--- src/rtl/ysyx_23060236_wbu_pkg.sv ---
// ---------------------------------------------------------------------------
// ysyx_23060236_wbu_pkg
// Shared definitions for the write-back unit: FSM state encoding, RV32 load
// funct3 codes and the record of a load that is waiting for its data.
// ---------------------------------------------------------------------------
package ysyx_23060236_wbu_pkg;

   // Write-back FSM states; the encoding is visible to anyone probing the
   // state register, so it is pinned explicitly.
   typedef enum logic [0:0] {
      WBU_IDLE      = 1'b0,
      WBU_WAIT_LOAD = 1'b1
   } wbu_state_e;

   // RV32 load funct3 codes. Any other code is treated as a full-word load.
   localparam logic [2:0] F3_LB  = 3'b000;
   localparam logic [2:0] F3_LH  = 3'b001;
   localparam logic [2:0] F3_LW  = 3'b010;
   localparam logic [2:0] F3_LBU = 3'b100;
   localparam logic [2:0] F3_LHU = 3'b101;

   // What must be remembered about an accepted load until its data returns.
   // The destination register index is kept separately because its width
   // follows the ADDR_WIDTH parameter of the instantiating module.
   typedef struct packed {
      logic       wen;
      logic [2:0] funct3;
      logic [1:0] addr_lo;
   } load_ctx_t;

endpackage : ysyx_23060236_wbu_pkg

--- src/rtl/ysyx_23060236_load_ext.sv ---
// ---------------------------------------------------------------------------
// ysyx_23060236_load_ext
// Purely combinational load-data formatter. Takes the aligned 32-bit word
// returned by the LSU, picks the byte or halfword selected by the low address
// bits and sign- or zero-extends it according to funct3. Unknown funct3
// codes pass the full word through. Only meaningful for DATA_WIDTH = 32.
// ---------------------------------------------------------------------------
module ysyx_23060236_load_ext
   import ysyx_23060236_wbu_pkg::*;
#(
   parameter int DATA_WIDTH = 32
) (
   input  logic [DATA_WIDTH-1:0] rdata_i,
   input  logic [2:0]            funct3_i,
   input  logic [1:0]            addr_lo_i,
   output logic [DATA_WIDTH-1:0] data_o
);

   logic [7:0]  byte_sel;
   logic [15:0] half_sel;

   // Select the addressed byte lane and halfword lane of the returned word.
   always_comb begin
      // NOTE: every signal assigned in a combinational block gets a default
      // first, so no path through the case statements can infer a latch.
      byte_sel = rdata_i[7:0];
      unique case (addr_lo_i)
         2'd0: byte_sel = rdata_i[7:0];
         2'd1: byte_sel = rdata_i[15:8];
         2'd2: byte_sel = rdata_i[23:16];
         2'd3: byte_sel = rdata_i[31:24];
         default: byte_sel = rdata_i[7:0];
      endcase
      half_sel = addr_lo_i[1] ? rdata_i[31:16] : rdata_i[15:0];
   end

   // Extend the selected lane to the datapath width according to funct3.
   always_comb begin
      data_o = rdata_i;
      unique case (funct3_i)
         F3_LB:   data_o = {{(DATA_WIDTH-8){byte_sel[7]}}, byte_sel};
         F3_LH:   data_o = {{(DATA_WIDTH-16){half_sel[15]}}, half_sel};
         F3_LBU:  data_o = {{(DATA_WIDTH-8){1'b0}}, byte_sel};
         F3_LHU:  data_o = {{(DATA_WIDTH-16){1'b0}}, half_sel};
         F3_LW:   data_o = rdata_i;
         default: data_o = rdata_i;
      endcase
   end

endmodule : ysyx_23060236_load_ext

--- src/rtl/ysyx_23060236_wbu.sv ---
// ---------------------------------------------------------------------------
// ysyx_23060236_wbu
// Write-back unit in front of the RV32E register file.
//  - Accepts retired instructions from EXU/LSU on a valid/ready handshake.
//  - Non-loads commit the cycle after acceptance (one per cycle).
//  - Loads park in WAIT_LOAD until lsu_rvalid; good data is extended and
//    committed the following cycle, a bus error raises a one-cycle load_err.
//  - All register-file strobes are registered; hz_stall is combinational and
//    covers both a pending load and a write landing in the current cycle.
// Optional build macro YSYX_23060236_WBU_INSTRET_EN adds a 64-bit retired
// instruction counter on output port instret.
// ---------------------------------------------------------------------------
module ysyx_23060236_wbu
   import ysyx_23060236_wbu_pkg::*;
#(
   parameter int ADDR_WIDTH = 4,
   parameter int DATA_WIDTH = 32
) (
   input  logic                  clock,
   input  logic                  reset,
   // upstream instruction handshake
   input  logic                  in_valid,
   output logic                  in_ready,
   input  logic [ADDR_WIDTH-1:0] in_rd,
   input  logic                  in_wen,
   input  logic                  in_is_load,
   input  logic [2:0]            in_funct3,
   input  logic [1:0]            in_addr_lo,
   input  logic [DATA_WIDTH-1:0] in_result,
   // load data return
   input  logic                  lsu_rvalid,
   input  logic [DATA_WIDTH-1:0] lsu_rdata,
   input  logic                  lsu_rerr,
   // register file write port
   output logic [DATA_WIDTH-1:0] rf_wdata,
   output logic [ADDR_WIDTH-1:0] rf_waddr,
   output logic                  rf_wen,
   output logic                  rf_valid,
   output logic                  load_err,
   // decode hazard query
   input  logic [ADDR_WIDTH-1:0] hz_raddr1,
   input  logic [ADDR_WIDTH-1:0] hz_raddr2,
   output logic                  hz_stall
`ifdef YSYX_23060236_WBU_INSTRET_EN
   ,
   output logic [63:0]           instret
`endif
);

   // ------------------------------------------------------------------------
   // State
   // ------------------------------------------------------------------------
   wbu_state_e            state_q,    state_d;
   logic [ADDR_WIDTH-1:0] ld_rd_q,    ld_rd_d;
   load_ctx_t             ld_ctx_q,   ld_ctx_d;

   logic                  rf_valid_q, rf_valid_d;
   logic                  rf_wen_q,   rf_wen_d;
   logic [ADDR_WIDTH-1:0] rf_waddr_q, rf_waddr_d;
   logic [DATA_WIDTH-1:0] rf_wdata_q, rf_wdata_d;
   logic                  load_err_q, load_err_d;

   logic [DATA_WIDTH-1:0] ext_data;

   // ------------------------------------------------------------------------
   // Load data formatting, driven from the captured load context
   // ------------------------------------------------------------------------
   ysyx_23060236_load_ext #(
      .DATA_WIDTH (DATA_WIDTH)
   ) u_load_ext (
      .rdata_i   (lsu_rdata),
      .funct3_i  (ld_ctx_q.funct3),
      .addr_lo_i (ld_ctx_q.addr_lo),
      .data_o    (ext_data)
   );

   // ------------------------------------------------------------------------
   // FSM
   // ------------------------------------------------------------------------

   // State register; reset aborts any outstanding load.
   always_ff @(posedge clock or negedge reset) begin
      // NOTE: sequential state uses non-blocking assignments so every flop
      // samples the pre-edge values regardless of statement order.
      if (!reset) begin
         state_q <= WBU_IDLE;
      end else begin
         state_q <= state_d;
      end
   end

   // Next state: a load handshake parks the unit until its data returns;
   // lsu_rvalid in IDLE is a protocol violation and is ignored.
   always_comb begin
      state_d = state_q;
      unique case (state_q)
         WBU_IDLE:      if (in_valid && in_is_load) state_d = WBU_WAIT_LOAD;
         WBU_WAIT_LOAD: if (lsu_rvalid)             state_d = WBU_IDLE;
         default:       state_d = WBU_IDLE;
      endcase
   end

   // Outputs: ready strobe, next commit values and load-context capture.
   always_comb begin
      in_ready   = (state_q == WBU_IDLE);
      rf_valid_d = 1'b0;
      rf_wen_d   = 1'b0;
      load_err_d = 1'b0;
      rf_waddr_d = rf_waddr_q;
      rf_wdata_d = rf_wdata_q;
      ld_rd_d    = ld_rd_q;
      ld_ctx_d   = ld_ctx_q;

      unique case (state_q)
         WBU_IDLE: begin
            if (in_valid) begin
               if (in_is_load) begin
                  ld_rd_d          = in_rd;
                  ld_ctx_d.wen     = in_wen;
                  ld_ctx_d.funct3  = in_funct3;
                  ld_ctx_d.addr_lo = in_addr_lo;
               end else begin
                  rf_valid_d = 1'b1;
                  rf_wen_d   = in_wen && (in_rd != '0);
                  rf_waddr_d = in_rd;
                  rf_wdata_d = in_result;
               end
            end
         end
         WBU_WAIT_LOAD: begin
            if (lsu_rvalid) begin
               if (lsu_rerr) begin
                  // faulted load: report it, write nothing, count nothing
                  load_err_d = 1'b1;
               end else begin
                  rf_valid_d = 1'b1;
                  rf_wen_d   = ld_ctx_q.wen && (ld_rd_q != '0);
                  rf_waddr_d = ld_rd_q;
                  rf_wdata_d = ext_data;
               end
            end
         end
         default: ;
      endcase
   end

   // ------------------------------------------------------------------------
   // Commit and capture registers
   // ------------------------------------------------------------------------

   // Register-file strobes and the captured load context.
   always_ff @(posedge clock or negedge reset) begin
      if (!reset) begin
         rf_valid_q <= 1'b0;
         rf_wen_q   <= 1'b0;
         rf_waddr_q <= '0;
         rf_wdata_q <= '0;
         load_err_q <= 1'b0;
         ld_rd_q    <= '0;
         ld_ctx_q   <= '0;
      end else begin
         rf_valid_q <= rf_valid_d;
         rf_wen_q   <= rf_wen_d;
         rf_waddr_q <= rf_waddr_d;
         rf_wdata_q <= rf_wdata_d;
         load_err_q <= load_err_d;
         ld_rd_q    <= ld_rd_d;
         ld_ctx_q   <= ld_ctx_d;
      end
   end

   assign rf_valid = rf_valid_q;
   assign rf_wen   = rf_wen_q;
   assign rf_waddr = rf_waddr_q;
   assign rf_wdata = rf_wdata_q;
   assign load_err = load_err_q;

   // ------------------------------------------------------------------------
   // RAW hazard detection
   // ------------------------------------------------------------------------
   logic pend_wr;   // a load is outstanding and will write its rd
   logic land_wr;   // a register-file write lands at the end of this cycle

   assign pend_wr = (state_q == WBU_WAIT_LOAD) && ld_ctx_q.wen;
   assign land_wr = rf_valid_q && rf_wen_q;

   // Stall decode when either source register matches a write not yet
   // visible through the register file read ports; x0 never stalls.
   always_comb begin
      hz_stall = ((hz_raddr1 != '0) &&
                  ((pend_wr && (hz_raddr1 == ld_rd_q)) ||
                   (land_wr && (hz_raddr1 == rf_waddr_q)))) ||
                 ((hz_raddr2 != '0) &&
                  ((pend_wr && (hz_raddr2 == ld_rd_q)) ||
                   (land_wr && (hz_raddr2 == rf_waddr_q))));
   end

`ifdef YSYX_23060236_WBU_INSTRET_EN
   // ------------------------------------------------------------------------
   // Retired instruction counter (faulted loads never raise rf_valid)
   // ------------------------------------------------------------------------
   logic [63:0] instret_q;

   // Count one per cycle with rf_valid high; wraps naturally at 2^64.
   always_ff @(posedge clock or negedge reset) begin
      if (!reset) begin
         instret_q <= '0;
      end else if (rf_valid_q) begin
         instret_q <= instret_q + 64'd1;
      end
   end

   assign instret = instret_q;
`endif

endmodule : ysyx_23060236_wbu

--- config.mk ---
export PLATFORM = sky130hd
export DESIGN_NAME = ysyx_23060236_wbu
export DESIGN_NICKNAME = d
export VERILOG_FILES = /design/src/rtl/ysyx_23060236_wbu_pkg.sv /design/src/rtl/ysyx_23060236_load_ext.sv /design/src/rtl/ysyx_23060236_wbu.sv
export SDC_FILE = /design/constraint.sdc
export NUM_CORES = 1
export LEC_CHECK = 0
export ABC_AREA = 0
export BUFFER_PORTS_ARGS = -buffer_cell sky130_fd_sc_hd__buf_2
export CAP_MARGIN = 15
export CORE_MARGIN = 5
export CORE_UTILIZATION = 50
export CTS_BUF_LIST = sky130_fd_sc_hd__clkbuf_4
export DETAILED_ROUTE_END_ITERATION = 10
export GPL_TIMING_DRIVEN = 0
export PLACE_DENSITY = 0.84
export RECOVER_POWER = 100
export SYNTH_ARGS = -nofsm -noshare
export SYNTH_HDL_FRONTEND = slang
export SYNTH_SLANG_ARGS = --single-unit
export TNS_END_PERCENT = 100
--- constraint.sdc ---
create_clock -name clock -period 2.9 [get_ports clock]
set_clock_uncertainty 0.1 [all_clocks]
set_input_delay 0.145 -clock clock [delete_from_list [all_inputs] [get_ports clock]]
set_output_delay 0.145 -clock clock [all_outputs]
set_load 0.03 [all_outputs]
After elaboration in Yosys (flattened, before gate mapping) --
Index checks and enable logic that the tools add are counted.
Cells by class: bitwise gates (word level) 1, eq/ne operators 14, reductions and logical operators 22, muxes and demuxes 29
Operator list (count):
- two-way mux 32 bit | 4
- one-hot mux 32 bit (4 select lines) | 1
- one-hot mux 32 bit (2 select lines) | 1
- one-hot mux 8 bit (4 select lines) | 1
- == test 4 bit | 4
- two-way mux 16 bit | 1
- two-way mux 4 bit | 4
- nonzero test 4 bit | 4
- two-way mux 1 bit | 13
- logical AND 1 bit | 11
- inequality test 2 bit, second input constant | 4
- one-hot mux 4 bit (2 select lines) | 1
- == test 3 bit, second input constant | 2
- one-hot mux 1 bit (2 select lines) | 3
- == test 2 bit, second input constant | 2
- AND reduction 4 bit | 1
- == test 3 x 1 -> 1 bit, second input constant | 1
- logical NOT 3 bit | 1
- logical OR 1 bit | 3
- AND reduction 3 bit | 1
- == test 2 x 1 -> 1 bit, second input constant | 1
- logical NOT 2 bit | 1
- NOT 1 bit | 1
Storage, ports and cells: output and inout bits 41, flip-flop bits (word level) 50, bits of input ports 88

Logic depth before layout (Yosys ltp) --
Gate-level depths: netlist of the first run.
depth in word-level cells 6, gate-level depth with buffers 8, depth with buffers taken out 5

Modules after synthesis --
Synthesis of the first run repeated with hierarchy kept, for this count alone.
Second synthesis, totals: cell total of the unflattened synthesis 340, area, all modules 3198.1 sq um
Modules (own cells, without submodules):
- ysyx_23060236_wbu | instances 1, area each 2548.7 sq um, cells an instance 230
- ysyx_23060236_load_ext | instances 1, area each 649.4 sq um, cells an instance 110

Worst setup path before layout of the first run --
No wires, ideal clock.
kind reg-to-reg, start reg ld_ctx_q[1] (netlist bit), end reg rf_wdata_q[19] (netlist: rf_wdata[19]), data arrival time 1.504 ns, path buffers 2, clock period less this slack 1.730 ns, setup slack 1.170 ns, stages on the path, launching flop included 7, cells stage by stage dfrtp_1 > buf_6 > mux4_2 > nand2b_4 > a21oi_4 > buf_6 > a211oi_1
On the way: word-level cells in the longest chain between the ends 6, elaborated cells between the ends (all ways) 10
RTL lines:
- start: declaration | line ysyx_23060236_wbu.sv:55 | load_ctx_t ld_ctx_q, ld_ctx_d;
- start signal: assignment | line ysyx_23060236_wbu.sv:168 | ld_ctx_q <= ld_ctx_d;
- == test 2 bit (tied with other cells) | line ysyx_23060236_load_ext.sv:27 | unique case (addr_lo_i)
- one-hot mux 8 bit (4 select lines) | line ysyx_23060236_load_ext.sv:27
- one-hot mux 32 bit (4 select lines) * | line ysyx_23060236_load_ext.sv:40 | unique case (funct3_i)
- two-way mux 32 bit * | line ysyx_23060236_wbu.sv:132 | if (lsu_rerr) begin
- two-way mux 32 bit * | line ysyx_23060236_wbu.sv:131 | if (lsu_rvalid) begin
- one-hot mux 32 bit (2 select lines) * | line ysyx_23060236_wbu.sv:114 | unique case (state_q)
- end signal: assignment | line ysyx_23060236_wbu.sv:165 | rf_wdata_q <= rf_wdata_d;
- end: declaration | line ysyx_23060236_wbu.sv:60 | logic [DATA_WIDTH-1:0] rf_wdata_q, rf_wdata_d;
Mark *: on every way between the ends. The rest lies on a longest branch, timed or not. The select of a mux whose other input is x is not followed. A chain may end at the register's enable or synchronous reset.

Worst setup path after layout of the first run --
start reg state_q, end reg rf_wdata_q[7] (netlist: rf_wdata[7])
On the way: word-level cells in the longest chain between the ends 3, elaborated cells between the ends (all ways) 7
RTL lines:
- start: declaration | line ysyx_23060236_wbu.sv:53 | wbu_state_e state_q, state_d;
- start signal: assignment | line ysyx_23060236_wbu.sv:88 | state_q <= state_d;
- NOT 1 bit (no line)
- inequality test 2 bit (no line)
- AND reduction 4 bit (no line)
Several ways; a longest one is shown, not always the timed one.

==> run summary, run 1 <==
CTS Buffer Depth -> 2
Worst path required time -> 3.13 ns
Routed Antenna Nets -> 0
Critical path startpoint category -> flop
Part of the cycle the worst path needs -> 89.7%
Clk sinks -> 50
P&R area growth vs syn -> 39.2%
Row cnt -> 28
Power density cells -> 623 nW/um2
Synth cell count leaders -> 50 x dfrtp_1, 38 x nand2_1, 27 x nor3_1, 26 x nor2_1, 21 x o21ai_0
Root Buffer Master -> clkbuf_4
Post-synthesis cell area -> 3050 um2
Top cell type's share of synthesized area -> 41.1%
# resized after CTS -> 0
Crit-path most repeated cell -> clkbuf_1
First-pass GRT wire length -> 17300 um
WHS -> 0.0135 ns
Final hold viol count -> 0
Area leader, netlist -> dfrtp_1
Hold buffer count at CTS -> 43
Synth Register Bits -> 50
VDD IR-drop max -> 0.000343 V
Synth cell types -> 45
Multi-input logic area -> 1650 um2
Final-report max-slew violation count -> 0
Critical-path cell with the highest stage delay -> dlygate4sd3_1
Synth top area cells -> dfrtp_1 41%, mux2i_1 5.3%, nand2_1 4.7%, nor3_1 4.4%, mux2_2 4.1%
Storage cell area -> 1250 um2
CTS tree -> built
CP arrival -> 2.83 ns
Vias per inst -> 5.97
Maxcap violations -> 0
Maximum fanout along the worst path -> 10
Routed Wire Length -> 11100 um
CP Capture Type -> flop
Most frequent cell after synthesis -> dfrtp_1
EDFF count, synth -> 0
Worst Setup Path Type -> flop to flop
Critical path cell sequence -> buf_4, clkbuf_1, clkbuf_1, o221ai_1, a32oi_1, dlygate4sd3_1
Syn_area_per_cell -> 8.90 um2
DP Wirelength -> 7670 um
H-tree depth -> 2
GRT Total Usage -> 28.9%
Fillers -> 475
Post-CTS Setup Inserts -> 0
CP max stage delay -> 0.57 ns
Slew headroom -> 31.6%
Hold Crit Class -> input port to flop
RSZ-0062 raised after global routing -> no
Post-layout net count -> 609
Gr ovfl total -> 0
Die area -> 7750 um2
Fin Setup TNS -> 0 ns
Status -> complete, no violations
Pleak -> 1.85 nW
Number of global-route vias before repair -> 3540
WL/cell -> 18.6 um
Clk_lat worst skew -> 0.38 ns
Largest net degree at the start of global routing -> 51
1st-iter DRT viols -> 306
Final setup fails -> 0
Vias -> 3570
Post-synthesis sequential area ratio -> 41.1%
CP Buf/Inv Count -> 4
Setup ws final -> 0.297 ns
Ports -> 129
Synth warn -> 0
Die X -> 88.0 um
Clock transition at path regs -> 0.14 ns
Initial antenna violation count -> 0
IO Port Bufs -> 128
Core Box Area -> 5920 um2
GPL Wtd Cong -> 0.947
Initial Util -> 51.4%
Worst slack, placed -> 0.925 ns
Worst Tran Pin Value -> 1.03 ns
Share of layout cells above drive strength 1 -> 23.0%
Maximum clock rate -> 384 MHz
TritonCTS Buffers -> 5
Top cell family by delay on the critical path -> buffers and inverters
Die Y -> 88.0 um
First-pass DRT Iterations -> 7
DRC violations left -> 0
Post-Syn Instances -> 342
Async set or reset register ratio after synthesis -> 100%
Minimum clock period -> 2.60 ns
Syn nets -> 430
Top FF cell, synth -> dfrtp_1
==> where the power goes <==
group,total (mW),switching (mW),internal [mW]
registers,1.01,0.141,0.872
clock network,0.397,0.222,0.175
logic,1.23,0.815,0.418
total,2.64,1.18,1.46
==> final timing paths <==
check	from	slack, ns	endpoint	cells after the start
max in group asynchronous	reset	1.21	rf_wdata[28]	3
min in group asynchronous	reset	0.12	rf_wdata[7]	2
worst max register to register	state_q	0.30	rf_wdata[7]	6
worst min-delay path	in_result[24]	0.01	rf_wdata[24]	3
worst max-delay path	state_q	0.30	rf_wdata[7]	6
worst min register to register	rf_wdata[14]	0.43	rf_wdata[14]	2
==> cell usage in the layout (no fill, tap or decap), types with 3 or more instances in the layout <==
master	synthesis	routed
a211oi_1	15	15
a21oi_1	18	18
and2_1	4	4
buf_2	7	93
clkbuf_1	13	55
clkbuf_4	0	5
dfrtp_1	50	50
dlygate4sd3_1	0	43
inv_1	5	6
mux2_2	11	11
mux2i_1	16	16
nand2_1	38	38
nand2b_1	5	5
nand3_1	3	3
nor2_1	26	26
nor2b_1	8	8
nor3_1	27	27
nor4_1	11	11
nor4b_1	3	3
o21a_1	3	3
o21ai_0	21	21
o22a_1	4	4
o22ai_1	7	7
or3_1	6	6
xor2_1	12	12
==> cell type report <==
| class | instances | area share [%] |
|---|---|---|
| diodes | 2 | 0.118 |
| well taps | 75 | 2.21 |
| plain buffers | 24 | 2.83 |
| multi-input cells | 261 | 38.8 |
| flip-flops and latches | 50 | 29.5 |
| repair buffers | 172 | 24.2 |
| clock buffers | 5 | 0.885 |
| clock inverters | 2 | 0.797 |
| inverters | 7 | 0.620 |
==> metrics by stage <==
step	power, mW	utilization (%)	cells	instance area (um2)
global route	2.78	71.5	596	4230
detailed placement	2.20	63.8	545	3780
CTS	2.64	72.3	595	4280
finish	2.64	71.6	598	4240
floorplan	1.80	-	342	3050
global placement	2.17	63.8	545	3780
==> state kept, by name, indices dropped and copies added, names as in the netlist <==
name,flops
state_q,1
load_err,1
ld_rd_q,4
rf_valid,1
rf_wdata,32
rf_wen,1
ld_ctx_q,6
rf_waddr,4
==> worst min-delay path: cells and delay by family <==
family                 cells  cell delay, ns
AO/OA/AOI/OAI              1            0.07
buffers and inverters      1            0.10
AND/OR/NAND/NOR            1            0.16
==> routing by layer <==
metal | wire length [um] | GRT usage, %
met4 | 726 | 16.1
met5 | 0 | 0
met2 | 5260 | 47.4
met3 | 1100 | 6.30
met1 | 4060 | 35.4
==> logic make-up after synthesis <==
family	count (synthesis)	synth area share, %
and+or+nand+nor	140	22.9
AOI/OAI and AO/OA	81	17.6
DFF	50	41.1
buffers and inverters	31	4.85
muxes	28	10.1
xor gates and xnor gates	12	3.45
Note: power is estimated with default switching activity, not from simulation.
==> run 2: changes to the inputs <==
--- a/config.mk
+++ b/config.mk
@@ -11,9 +11,11 @@
 export CORE_MARGIN = 5
 export CORE_UTILIZATION = 50
 export CTS_BUF_LIST = sky130_fd_sc_hd__clkbuf_4
+export CTS_CLUSTER_SIZE = 16
 export DETAILED_ROUTE_END_ITERATION = 10
 export GPL_TIMING_DRIVEN = 0
-export PLACE_DENSITY = 0.84
+export HOLD_SLACK_MARGIN = 0.02
+export PLACE_DENSITY_LB_ADDON = 0.05
 export RECOVER_POWER = 100
 export SYNTH_ARGS = -nofsm -noshare
 export SYNTH_HDL_FRONTEND = slang
==> run summary, run 2 (synthesized netlist as in run 1, its figures left out) <==
Maximum fanout along the worst path -> 10 (unchanged)
Clock transition at path regs -> 0.15 ns (about the same)
Reg2reg start -> state_q
Core Box Area -> 5920 um2 (unchanged)
DRC violations left -> 0 (unchanged)
First-pass DRT Iterations -> 5 (-2)
Power density cells -> 623 nW/um2 (about the same)
Largest net degree at the start of global routing -> 51 (unchanged)
Critical-path cell with the highest stage delay -> clkbuf_1
Die area -> 7750 um2 (unchanged)
# resized after CTS -> 0 (unchanged)
Flop-to-flop setup slack -> 0.39 ns (+0.09 ns)
RSZ-0062 raised after global routing -> no
Hold path startpoint -> in_result[19]
CTS tree -> built
Routed Antenna Nets -> 0 (unchanged)
Crit Reg-Reg Endpoint -> rf_wdata[0]
GRT Total Usage -> 27.9% (-1.0 points)
Commonest non-fill, non-tap cell in the layout -> buf_2
Vias per inst -> 5.70 (-4.4%)
Finished Layout Cells -> 599 (+0.17%)
Minimum clock period -> 2.56 ns (-0.0421 ns)
Setup ws final -> 0.340 ns (+0.0421 ns)
Hold Crit Class -> input port to flop
GPL Wtd Cong -> 0.879 (-7.2%)
Maxcap violations -> 1 (+1)
Clk sinks -> 50 (unchanged)
Number of global-route vias before repair -> 3355 (-5.2%)
CP arrival -> 2.32 ns (-0.51 ns)
Maximum clock rate -> 391 MHz (+1.6%)
Gr ovfl total -> 0 (unchanged)
Root Buffer Master -> clkbuf_4
Cell Int Power -> 1.51 mW (+2.9%)
Cells on worst reg2reg path -> 6 (unchanged)
Max reg flops -> 32 (unchanged)
Worst Setup Path Type -> flop to output pin
P&R area growth vs syn -> 40.8%
Row cnt -> 28 (unchanged)
Post-CTS Setup Inserts -> 0 (unchanged)
Clock power frac -> 15.9% (+0.9 points)
CP max stage delay -> 0.43 ns (-0.14 ns)
IO Port Bufs -> 128 (unchanged)
Die X -> 88.0 um (unchanged)
1st-iter DRT viols -> 266 (-13%)
Sequential fraction of design power -> 37.9% (-0.4 points)
TritonCTS Buffers -> 5 (unchanged)
Clk_lat worst skew -> 0.36 ns (-0.02 ns)
Slew headroom -> -14.4% (-46 points)
Switching power total -> 1.16 mW (-1.3%)
Commonest non-fill, non-tap cells in the layout -> 92 x buf_2, 56 x clkbuf_1, 50 x dfrtp_1
Failing checks -> max-capacitance violations, max-slew violations
Post-layout net count -> 611 (+0.33%)
Routed Wire Length -> 10700 um (-4.0%)
VDD IR-drop max -> 0.000394 V (+15%)
Worst Tran Pin Value -> 1.72 ns (+0.689 ns)
Depth of the worst hold-timing path -> 3 (unchanged)
Placed Area -> 3780 um2 (unchanged)
DP Wirelength -> 7570 um (-1.2%)
Worst slack, placed -> 0.888 ns (-0.0375 ns)
Critical path startpoint category -> flop
Final-report max-slew violation count -> 28 (+28)
Worst path required time -> 2.65 ns (-0.48 ns)
Final hold viol count -> 0 (unchanged)
Ports -> 129 (unchanged)
Status -> finished with violations
Combinational power share -> 46.2% (-0.5 points)
CTS Buffer Depth -> 2 (unchanged)
Vias -> 3417 (-4.3%)
Initial antenna violation count -> 0 (unchanged)
WL/cell -> 17.9 um (-4.1%)
Fin area -> 4290 um2 (+1.1%)
First-pass GRT wire length -> 16700 um (-3.3%)
Ant diodes -> 0 (-2)
Initial Util -> 51.4% (unchanged)
Critical path cell sequence -> buf_4, clkbuf_1, nand2_1, nor4_1, o21ai_0, nand4_1, clkbuf_1
Final setup fails -> 0 (unchanged)
Crit-path most repeated cell -> clkbuf_1
Placed cell count -> 545 (unchanged)
Die Y -> 88.0 um (unchanged)
Share of layout cells above drive strength 1 -> 23.1% (+0.059 points)
End point of the worst hold path -> rf_wdata[19]
Fillers -> 512 (+7.8%)
CP Capture Type -> output pin
Part of the cycle the worst path needs -> 88.3% (-1.5 points)
Fin Setup TNS -> 0 ns (unchanged)
H-tree depth -> 2 (unchanged)
Pleak -> 1.87 nW (+0.92%)
Sw Share -> 43.6% (-1.0 points)
-- run 2: worst max-delay path by stage --
stage | start | end | slack (ns) | cells past startpoint
global route | state_q | hz_stall | 0.15 | 7
finish | state_q | hz_stall | 0.34 | 7
global placement | ld_ctx_q[1] | rf_wdata[12] | 0.92 | 5
floorplan | ld_ctx_q[1] | rf_wdata[19] | 1.17 | 6
CTS | ld_ctx_q[1] | rf_wdata[28] | 0.45 | 7
detailed placement | ld_ctx_q[1] | rf_wdata[12] | 0.89 | 5
-- run 2: power by group through the flow --
stage | Sequential (mW) | Combinational [mW] | Clock, mW
after floorplan | 1.29 | 0.513 | 0
after global routing | 1.04 | 1.33 | 0.462
after detailed placement | 1.02 | 1.19 | 0
after CTS | 1.00 | 1.26 | 0.428
final | 1.01 | 1.23 | 0.425
after global placement | 1.01 | 1.17 | 0
-- run 2: final cells by class --
class | instances | area, um2 | area share, %
buffer | 24 | 120 | 2.80
clock buffer | 7 | 52.6 | 1.23
tap | 75 | 93.8 | 2.19
sequential | 50 | 1250 | 29.2
multi-input combinational | 261 | 1650 | 38.4
inverter | 7 | 26.3 | 0.613
timing repair buffer | 174 | 1070 | 24.9
clock inverter | 1 | 30.0 | 0.701
-- run 2: repair_timing --
action,CTS,global route
endpoints found under the setup margin,0,0
endpoints found under the hold margin,92,0
hold buffers,45,0
-- run 2: layer usage --
metal / share of wire (%) / up-vias / GRT usage, %
li1: - / 1602 / -
met1: 41 / 1626 / 37.3
met2: 49 / 169 / 47.0
met3: 8.2 / 20 / 4.61
met4: 1.8 / 0 / 7.69
met5: 0 / - / 0
-- run 2: worst max-delay path, delay by kind of cell, from the launching register on --
kind	cells	cell delay, ns
buf+inv	3	0.91
simple gates	3	0.57
flops	1	0.35
compound gates	1	0.13
-- run 2: metrics by stage --
stage                     power, mW  hold slack [ns]  util, %
after global placement         2.18            0.278     63.8
after floorplan                1.80           -0.251        -
after global routing           2.83           0.0217     72.4
after CTS                      2.69           0.0202     72.8
final                          2.67           0.0109     72.4
after detailed placement       2.20            0.282     63.8
==> run 3: changes to the inputs <==
--- a/config.mk
+++ b/config.mk
@@ -6,13 +6,14 @@
 export NUM_CORES = 1
 export LEC_CHECK = 0
 export ABC_AREA = 0
-export BUFFER_PORTS_ARGS = -buffer_cell sky130_fd_sc_hd__buf_2
 export CAP_MARGIN = 15
 export CORE_MARGIN = 5
 export CORE_UTILIZATION = 50
 export CTS_BUF_LIST = sky130_fd_sc_hd__clkbuf_4
 export CTS_CLUSTER_SIZE = 16
 export DETAILED_ROUTE_END_ITERATION = 10
+export DONT_BUFFER_PORTS = 1
+export GPL_ROUTABILITY_DRIVEN = 0
 export GPL_TIMING_DRIVEN = 0
 export HOLD_SLACK_MARGIN = 0.02
 export PLACE_DENSITY_LB_ADDON = 0.05
==> constraint.sdc (replaced) <==
create_clock -name clock -period 2.36 [get_ports clock]
set_clock_uncertainty 0.1 [all_clocks]
set_input_delay 0.118 -clock clock [delete_from_list [all_inputs] [get_ports clock]]
set_output_delay 0.118 -clock clock [all_outputs]
set_load 0.03 [all_outputs]
==> run summary, run 3 (synthesized netlist as in run 1, its figures left out) <==
WL/cell -> 21.3 um (+20%)
H-tree depth -> 2 (unchanged)
Combinational power share -> 31.3% (-15 points)
CTS Buffer Depth -> 2 (unchanged)
Initial Util -> 51.4% (unchanged)
Placed cell count -> 417 (-23%)
Power density cells -> 755 nW/um2 (+21%)
Final-report max-slew violation count -> 0 (-100%)
Fin Setup TNS -> 0 ns (unchanged)
Commonest non-fill, non-tap cells in the layout -> 76 x dlygate4sd3_1, 50 x dfrtp_1, 38 x nand2_1
CP arrival -> 1.92 ns (-0.40 ns)
Final setup fails -> 0 (unchanged)
Die area -> 7750 um2 (unchanged)
Die X -> 88.0 um (unchanged)
Worst Tran Pin Value -> 1.29 ns (-0.422 ns)
Routed Antenna Nets -> 0 (unchanged)
Slew headroom -> 13.8% (+28 points)
Clock transition at path regs -> 0.14 ns (about the same)
Layout Utilization -> 66.5% (-5.9 points)
Sw Share -> 46.0% (+2.4 points)
Routed Wire Length -> 10700 um (+0.20%)
Crit Reg-Reg Endpoint -> rf_wdata[23]
Multi-input logic area -> 1640 um2 (-0.46%)
Gr ovfl total -> 0 (unchanged)
CTS tree -> built
Pwr Total -> 2.97 mW (+11%)
Flop-to-flop setup slack -> 0.22 ns (-0.17 ns)
Minimum clock period -> 2.14 ns
Max reg flops -> 32 (unchanged)
Core Box Area -> 5920 um2 (unchanged)
VDD IR-drop max -> 0.000409 V (+3.8%)
Pleak -> 1.58 nW (-16%)
Number of global-route vias before repair -> 3279 (-2.3%)
Maxcap violations -> 0 (-1)
Critical path startpoint category -> flop
Row cnt -> 28 (unchanged)
Worst Setup Path Type -> flop to output pin
Hold path startpoint -> lsu_rdata[9]
# resized after CTS -> 0 (unchanged)
End point of the worst hold path -> rf_wdata[9]
Clk_lat worst skew -> 0.37 ns (about the same)
DP Wirelength -> 7420 um (-2.0%)
Commonest non-fill, non-tap cell in the layout -> dlygate4sd3_1
Status -> complete, no violations
Hold Crit Class -> input port to flop
Depth of the worst hold-timing path -> 3 (unchanged)
RSZ-0062 raised after global routing -> no
Post-CTS Setup Inserts -> 0 (unchanged)
Cell Int Power -> 1.61 mW (+6.6%)
Maximum fanout along the worst path -> 4 (-6)
TritonCTS Buffers -> 5 (unchanged)
Die Y -> 88.0 um (unchanged)
Post-layout net count -> 513 (-16%)
Vias -> 3109 (-9.0%)
P&R area growth vs syn -> 29.3%
IO Port Bufs -> 0 (-100%)
Clk sinks -> 50 (unchanged)
Fillers -> 502 (-2.0%)
1st-iter DRT viols -> 155 (-42%)
Part of the cycle the worst path needs -> 90.7%
Final hold viol count -> 0 (unchanged)
Storage cell area -> 1250 um2 (unchanged)
First-pass GRT wire length -> 16500 um (-1.7%)
Root Buffer Master -> clkbuf_4
Clock power frac -> 13.5% (-2.4 points)
Vias per inst -> 6.19 (+8.6%)
Finished Layout Cells -> 502 (-16%)
GRT Total Usage -> 27.7% (-0.18 points)
Initial antenna violation count -> 0 (unchanged)
Switching power total -> 1.37 mW (+17%)
Placed Area -> 3140 um2 (-17%)
Fin area -> 3940 um2 (-8.1%)
Ports -> 129 (unchanged)
Cells on worst reg2reg path -> 6 (unchanged)
Share of layout cells above drive strength 1 -> 7.98% (-15 points)
CP Capture Type -> output pin
Reg2reg start -> ld_ctx_q[1]
Maximum clock rate -> 467 MHz
First-pass DRT Iterations -> 5 (unchanged)
Worst path required time -> 2.14 ns (-0.51 ns)
DRC violations left -> 0 (unchanged)
Largest net degree at the start of global routing -> 51 (unchanged)
Sequential fraction of design power -> 55.2% (+17 points)
==> run 3: metrics by stage <==
step,hold slack (ns),setup slack (ns)
5_1_grt,0.0231,0.112
4_1_cts,0.0208,0.127
2_1_floorplan,-0.278,0.630
3_5_place_dp,-0.276,0.348
3_3_place_gp,-0.276,0.363
6_report,0.0284,0.219
==> run 3: power groups by stage <==
| stage | Combinational (mW) | Sequential [mW] | Clock, mW |
|---|---|---|---|
| 4_1_cts | 0.930 | 1.64 | 0.407 |
| 3_5_place_dp | 0.789 | 1.66 | 0 |
| 3_3_place_gp | 0.767 | 1.65 | 0 |
| 6_report | 0.931 | 1.64 | 0.400 |
| 2_1_floorplan | 0.630 | 1.59 | 0 |
| 5_1_grt | 1.02 | 1.67 | 0.450 |
==> run 3: worst max path at each step <==
stage               slack (ns)        start      endpoint  cells past startpoint
global route              0.11      state_q      hz_stall                      5
floorplan                 0.63  ld_ctx_q[1]  rf_wdata[19]                      6
detailed placement        0.35  ld_ctx_q[1]  rf_wdata[12]                      5
global placement          0.36  ld_ctx_q[1]  rf_wdata[12]                      5
CTS                       0.13      state_q      hz_stall                      6
finish                    0.22  rf_waddr[0]      hz_stall                      4
==> run 3: area by class of cell <==
class / count / area share, %
clock buffer: 6 / 1.14
clock inverter: 2 / 0.222
sequential: 50 / 31.8
buffer: 23 / 2.70
multi-input combinational: 261 / 41.6
inverter: 7 / 0.667
antenna: 1 / 0.0635
tap: 75 / 2.38
timing repair buffer: 77 / 19.4
==> run 3: layer usage <==
layer	vias up	global-route usage [%]	part of all wire (%)
met1	1492	33.3	39
met2	173	47.1	49
met5	-	0	0
li1	1410	-	-
met3	34	8.28	9.9
met4	0	10.2	2.6
==> run 3: timing repair <==
action	CTS	global route
hold buffers	77	0
hold endpoints to repair	98	0
endpoints found under the setup margin	0	1
==> run 3: critical path, cell delays in order (launching register included) <==
cell     delay, ns
dfrtp_1       0.58
xor2_1        0.24
nor4_1        0.27
o21ai_0       0.15
nand4_1       0.32
